`src/rtl/lvds_pair_packer.sv`:
```
// lvds_pair_packer: buffers a byte stream and emits it as byte pairs on two LVDS lanes, preceded by a training burst and a sync word
// Ports:
//   I_clk, I_rst         clock, synchronous active-high reset
//   I_valid, I_data      input byte stream, no backpressure
//   I_train_req          one-cycle pulse: restart training and flush buffered bytes
//   O_ch0_data           older byte of each pair, or TRAIN/SYNC/IDLE word
//   O_ch1_data           newer byte of each pair, or TRAIN/SYNC/IDLE word
//   O_train_active       high while the outputs carry TRAIN_WORD or SYNC_WORD
//   O_ovf                sticky drop flag when LVDS_PACK_OVF_STATUS_EN is defined, else constant 0
module lvds_pair_packer #(
  parameter int FIFO_DEPTH = 16,
  parameter int TRAIN_LEN = 64,
  parameter logic [7:0] TRAIN_WORD = 8'hE3,
  parameter logic [7:0] SYNC_WORD = 8'hBC,
  parameter logic [7:0] IDLE_WORD = 8'h00
) (
  input  logic       I_clk,
  input  logic       I_rst,
  input  logic       I_valid,
  input  logic [7:0] I_data,
  input  logic       I_train_req,
  output logic [7:0] O_ch0_data,
  output logic [7:0] O_ch1_data,
  output logic       O_train_active,
  output logic       O_ovf
);
  localparam int PW = $clog2(FIFO_DEPTH);
  typedef enum logic [1:0] {S_TRAIN, S_SYNC, S_PAYLOAD} state_t;
  state_t r_state;
  logic [7:0] r_cnt;
  logic [7:0] r_mem [FIFO_DEPTH];
  logic [PW-1:0] r_wr, r_rd;
  logic [PW:0] r_count;
  logic w_pop, w_push;
  logic [7:0] w_cnt;
  always_comb begin
    w_pop = r_state == S_PAYLOAD && r_count >= (PW+1)'(2) && !I_train_req;
    w_push = I_valid && (r_count < (PW+1)'(FIFO_DEPTH) || w_pop);
    // a training request counts as the first cycle of a fresh burst
    w_cnt = I_train_req ? 8'd0 : r_cnt;
  end
  always_ff @(posedge I_clk)
    if (w_push && !I_train_req) r_mem[r_wr] <= I_data;
  always_ff @(posedge I_clk) begin
    if (I_rst) begin
      r_state <= S_TRAIN;
      r_cnt <= 8'd0;
      r_wr <= '0;
      r_rd <= '0;
      r_count <= '0;
      O_ch0_data <= 8'h00;
      O_ch1_data <= 8'h00;
      O_train_active <= 1'b1;
    end else begin
      if (I_train_req) begin
        r_wr <= '0;
        r_rd <= '0;
        r_count <= '0;
      end else begin
        if (w_push) r_wr <= r_wr + PW'(1);
        if (w_pop) r_rd <= r_rd + PW'(2);
        r_count <= r_count + {{PW{1'b0}}, w_push} - (w_pop ? (PW+1)'(2) : '0);
      end
      if (I_train_req || r_state == S_TRAIN) begin
        O_ch0_data <= TRAIN_WORD;
        O_ch1_data <= TRAIN_WORD;
        O_train_active <= 1'b1;
        r_cnt <= w_cnt + 8'd1;
        r_state <= w_cnt == 8'(TRAIN_LEN - 1) ? S_SYNC : S_TRAIN;
      end else if (r_state == S_SYNC) begin
        O_ch0_data <= SYNC_WORD;
        O_ch1_data <= SYNC_WORD;
        O_train_active <= 1'b1;
        r_state <= S_PAYLOAD;
      end else begin
        O_ch0_data <= w_pop ? r_mem[r_rd] : IDLE_WORD;
        O_ch1_data <= w_pop ? r_mem[r_rd + PW'(1)] : IDLE_WORD;
        O_train_active <= 1'b0;
      end
    end
  end
`ifdef LVDS_PACK_OVF_STATUS_EN
  logic r_ovf;
  // bytes discarded by a training flush are not overflows
  always_ff @(posedge I_clk)
    if (I_rst) r_ovf <= 1'b0;
    else if (I_valid && !w_push && !I_train_req) r_ovf <= 1'b1;
  assign O_ovf = r_ovf;
`else
  assign O_ovf = 1'b0;
`endif
endmodule
```
`config.mk`:
```
export PLATFORM = sky130hd
export DESIGN_NAME = lvds_pair_packer
export DESIGN_NICKNAME = d
export VERILOG_FILES = /design/src/rtl/lvds_pair_packer.sv
export SDC_FILE = /design/constraint.sdc
export NUM_CORES = 1
export LEC_CHECK = 0
export CAP_MARGIN = 5
export CORE_MARGIN = 2
export CORE_UTILIZATION = 35
export CTS_CLUSTER_SIZE = 30
export DETAILED_ROUTE_END_ITERATION = 7
export GPL_ROUTABILITY_DRIVEN = 1
export PLACE_DENSITY = 0.5
export SYNTH_ARGS = -nofsm -noshare
export SYNTH_HDL_FRONTEND = slang
export SYNTH_SLANG_ARGS = --single-unit
export TNS_END_PERCENT = 30
```
`constraint.sdc`:
```
create_clock -name I_clk -period 2.9 [get_ports I_clk]
set_input_delay 0.58 -clock I_clk [delete_from_list [all_inputs] [get_ports I_clk]]
set_output_delay 0.58 -clock I_clk [all_outputs]
set_load 0.005 [all_outputs]
```
# Word level (Yosys, flattened, before mapping)
# Memories as Yosys holds them, arrays and structs flattened. A register that Yosys moved wholly into a read port is not among the register bits.
# Cells that the tools add are included.
[totals] regBits=40 ramBits=128 input_bits=12 out_inout_bits=18 word_cells=49 memories=1
[classes] n_addsub=6 magnitude_cmp=2 n_eq_ne=3 mux=16 n_reduce_logical=11
[mem_list] name="r_mem" depth=16 width=8 read_ports=2 rd_ports_with_merged_regs=1 write_ports=1 line="31" rtl="logic [7:0] r_mem [FIFO_DEPTH];"
[ops] operator="$mux W8" n=7
[ops] operator="$add A4 B1 Y4 const B" n=2
[ops] operator="$add A8 B1 Y8 const B" n=1
[ops] operator="$eq A8 B6 Y1 const B" n=1
[ops] operator="$mux W4" n=2
[ops] operator="$mux W2" n=3
[ops] operator="$add A5 B1 Y5" n=1
[ops] operator="$ge A5 B2 Y1 const B" n=1
[ops] operator="$lt A5 B5 Y1 const B" n=1
[ops] operator="$sub A5 B2 Y5" n=1
[ops] operator="$add A4 B2 Y4 const B" n=1
[ops] operator="$logic_and A1 B1 Y1" n=4
[ops] operator="$mux W1" n=4
[ops] operator="$reduce_or A2 Y1" n=2
[ops] operator="$eq A2 B1 Y1 const B" n=1
[ops] operator="$eq A2 B2 Y1 const B" n=1
[ops] operator="$logic_not A2 Y1" n=1
[ops] operator="$logic_or A1 B1 Y1" n=2
[ops] operator="$reduce_bool A2 Y1" n=1
[ops] operator="$logic_not A1 Y1" n=1

# Depth between registers and ports, before layout
[logic_depth] depth_word=8 mapped_depth=12 depth_no_buf=12

# Least setup slack after synthesis
# OpenSTA, ideal clock, no wires.
[synth_path] path_kind="flip-flop to flip-flop" start="register r_count[3]" end="register r_count[4]" setup_ns=0.070 t_arrival_ns=2.438 required_ns=2.830 setup_slack_ns=0.392 path_stages_with_launch=13 path_buffers=0 synth_period_minus_slack_ns=2.508 cell_sequence="dfxtp_1 > inv_1 > ha_1 > or4bb_1 > a31oi_4 > inv_1 > ha_1 > inv_1 > ha_1 > nand2b_1 > a21oi_1 > or3_1 > a21oi_1"
[synth_between] elab_chain_len=7 word_cells_on_any_way=9 cone_classes="2 x add/sub; 2 x order compare; 1 x mux; 4 x reduce/logical"
[synth_lines] element="start: declaration" line="33" rtl="logic [PW:0] r_count;"
[synth_lines] element="start signal: assignment" line="62" rtl="r_count <= r_count + {{PW{1'b0}}, w_push} - (w_pop ? (PW+1)'(2) : '0);"
[synth_lines] element="$ge A5 B2 Y1" line="37" rtl="w_pop = r_state == S_PAYLOAD && r_count >= (PW+1)'(2) && !I_train_req;"
[synth_lines] element="$logic_and A1 B1 Y1 (2 in a row)" line="37"
[synth_lines] element="$logic_or A1 B1 Y1" line="38" rtl="w_push = I_valid && (r_count < (PW+1)'(FIFO_DEPTH) || w_pop);"
[synth_lines] element="$logic_and A1 B1 Y1" line="38"
[synth_lines] element="$add A5 B1 Y5" line="62"
[synth_lines] element="$sub A5 B2 Y5 (*)" line="62"
# Mark *: on every way between the ends. The rest lies on a longest branch, timed or not.
# A chain may end at the register's enable or synchronous reset.

# Final worst setup path
[layout_path] start="register r_count[2]" end="register r_count[4]"
# Same word-level chain as after synthesis.

==> flow_summary.json <==
{
  "outcome": "finished clean",
  "synthSimpleGateAreaFrac_pct": 6.00,
  "p_leak_uw": 0.00254,
  "rows": 50,
  "worstPathMaxFanout": 3,
  "finalMaxSlewViolations": 0,
  "synth_top_area_share_pct": 58.5,
  "synth_compound_area_share_pct": 3.29,
  "drtAntennaViolNets": 0,
  "combPwrFrac_pct": 2.9,
  "area_growth_pct": 18.5,
  "yosys.area_share.xor_xnor_pct": 1.20,
  "cp_data_required_time_ns": 3.25,
  "hold_depth": 1,
  "worstPathCellList": "inv_1 -> ha_1 -> or4bb_1 -> a31oi_4 -> inv_1 -> ha_1 -> inv_1 -> ha_1 -> nand2b_1 -> a21oi_1 -> or3_1 -> a21oi_1",
  "route.detailed.drc": 0,
  "powerDensity_mw_per_mm2": 614,
  "cts_tree": "yes",
  "synthesis.nets": 412,
  "cap_violations": 0,
  "hpwl_um": 8350,
  "finalClockSkew_ns": 0.00636,
  "ys_seq_area_share_pct": 71.3,
  "clk_pin_slew_ns": 0.06,
  "synth_top_family_by_area": "multiplexers",
  "grt_max_degree": 17,
  "tns_ns": 0,
  "first_iter_violations": 189,
  "drive_gt1_share_pct": 21.2,
  "cts_sinks": 170,
  "place.gp.congestion": 0.800,
  "synthTopCellsByArea": "edfxtp_1 58%, dfxtp_1 13%, mux4_2 11%",
  "max_slew.worst_pin.slew_ns": 0.832,
  "cts_hold_buffers": 0,
  "grt_pass1_vias": 3606,
  "power_frac_seq_pct": 55.3,
  "die_h_um": 141,
  "cp_num_buf_inv": 3,
  "diodes": 0,
  "setup.worst_path.start_class": "flip-flop",
  "cp-end-kind": "flip-flop",
  "clkLatencyLatePin_ns": 0.42,
  "p_sw_share_pct": 20.9,
  "fmax_ghz": 0.378,
  "final_cell_mix": "128 x edfxtp_1, 42 x dfxtp_1, 33 x nor2_1",
  "cts_made_buffers": 17,
  "wl_per_cell_um": 19.3,
  "crit_cells": 12,
  "rsz0062_at_grt": "no",
  "core-area_mm2": 0.0186,
  "firstDrtPassIters": 4,
  "cts-root-buf": "clkbuf_16",
  "grt_overflow": 0,
  "p_switching_uw": 999,
  "die_w_um": 141,
  "yosysTopAreaCell": "edfxtp_1",
  "slowest_stage": "or4bb_1",
  "hp-class": "reg -> reg",
  "viasPerCell": 4.91,
  "clkPwrFrac_pct": 41.7,
  "grt_use_total_pct": 14.4,
  "min_period_ns": 2.64,
  "finalCritPeriodShare_pct": 91.2,
  "synth-edff-count": 128,
  "p_int_uw": 3780,
  "wirelength_um": 13300,
  "htreeDepth": 4,
  "final_hold_viol_count": 0,
  "synthArstFlopShare_pct": 0,
  "muxShareOfSynthArea_pct": 13.7,
  "cts_resized": 0,
  "fin_hold_ws_ns": 0.479,
  "grt_antenna_before_repair": 0,
  "cp_slowest_stage_delay_ns": 0.55,
  "nNetsFinal": 470,
  "critical_path_class": "reg -> reg",
  "synth-adder-area-share_pct": 2.66,
  "num_vias": 3391,
  "setup_violations": 0,
  "slew_headroom_pct": 44.4,
  "arrival_ns": 3.00,
  "synth_cell_types": 40,
  "synth_seq_cells": 170,
  "synth_warnings": 0,
  "synth_cells": 386,
  "reg2regPathDepth": 12,
  "start_util_pct": 35.4,
  "clk_path_buf_depth": 2,
  "synth_flop_cell": "edfxtp_1",
  "die_area_mm2": 0.0199,
  "syn_area_mm2": 0.00657,
  "grt_pass1_wl_um": 20900,
  "peakVddDrop_v": 0.000382,
  "cts_setup_buffers": 0,
  "io_pins": 30,
  "path_delay_family": "simple AND/OR/NAND/NOR gates",
  "port_buffers": 28,
  "syn_area_per_cell_um2": 17.0,
  "final_common_cell": "edfxtp_1"
}
-- power by group through the flow --
stage / registers, uW / clock network, uW / logic, uW
after floorplan: 2700 / 0 / 63.3
after global routing: 2650 / 2150 / 159
after CTS: 2640 / 2050 / 146
after detailed placement: 2700 / 0 / 145
final: 2640 / 2000 / 141
after global placement: 2700 / 0 / 140
-- cell families after synthesis --
kind of cell / count (synthesis)
xor gates and xnor gates: 9
muxes: 50
AOI/OAI and AO/OA: 35
and+or+nand+nor: 80
other: 1
buffers and inverters: 27
DFF: 170
adders and majority gates: 14
-- cell usage after synthesis (4+ instances only) --
cell	number
or3_1	4
o21ai_0	21
inv_1	12
ha_1	14
a21oi_1	8
dfxtp_1	42
xnor2_1	5
edfxtp_1	128
nand3b_1	4
nor2_1	33
buf_2	5
xor2_1	4
nand3_1	5
nand2_1	15
mux2i_1	18
clkbuf_1	6
mux4_2	32
-- sequential cells by signal, summed over array words and instances (netlist names), named ones only --
| name | count |
|---|---|
| O_ch0_data | 8 |
| O_ch1_data | 8 |
| O_train_active | 1 |
| r_cnt | 8 |
| r_count | 5 |
| r_mem | 128 |
| r_rd | 3 |
| r_state | 2 |
| r_wr | 4 |
-- cell type report --
cell class	count	area, um2
Tap cell	234	293
Fill cell	1692	10800
Clock inverter	12	76.3
Sequential cell	170	4680
Inverter	12	45.0
Clock buffer	20	437
Multi-Input combinational cell	189	1770
Timing Repair Buffer	54	488
-- layer usage --
| layer | global-route usage (%) | part of all wire (%) | wire, um |
|---|---|---|---|
| met1 | 18.8 | 46 | 6120 |
| met2 | 23.5 | 50 | 6590 |
| met3 | 3.80 | 3.4 | 448 |
| met4 | 4.89 | 1.2 | 157 |
| met5 | 0 | 0 | 0 |
-- worst paths after layout --
kind	startpoint	endpoint	slack (ns)
max	r_count[2]	r_count[4]	0.26
min	r_state[1]	O_train_active	0.48
max reg2reg	r_count[2]	r_count[4]	0.26
min reg2reg	r_state[1]	O_train_active	0.48
-- stage by stage --
stage / std cells / util [%] / cell area, um2 / total power [uW] / setup slack (ns)
2_1_floorplan: 386 / - / 6570 / 2760 / 0.392
3_3_place_gp: 659 / 39.2 / 7280 / 2840 / 0.110
3_5_place_dp: 659 / 39.2 / 7280 / 2840 / 0.0416
4_1_cts: 691 / 41.9 / 7790 / 4850 / 0.260
5_1_grt: 691 / 41.9 / 7790 / 4950 / 0.0727
6_report: 691 / 41.9 / 7790 / 4780 / 0.256
(Power assumes the default switching activity.)
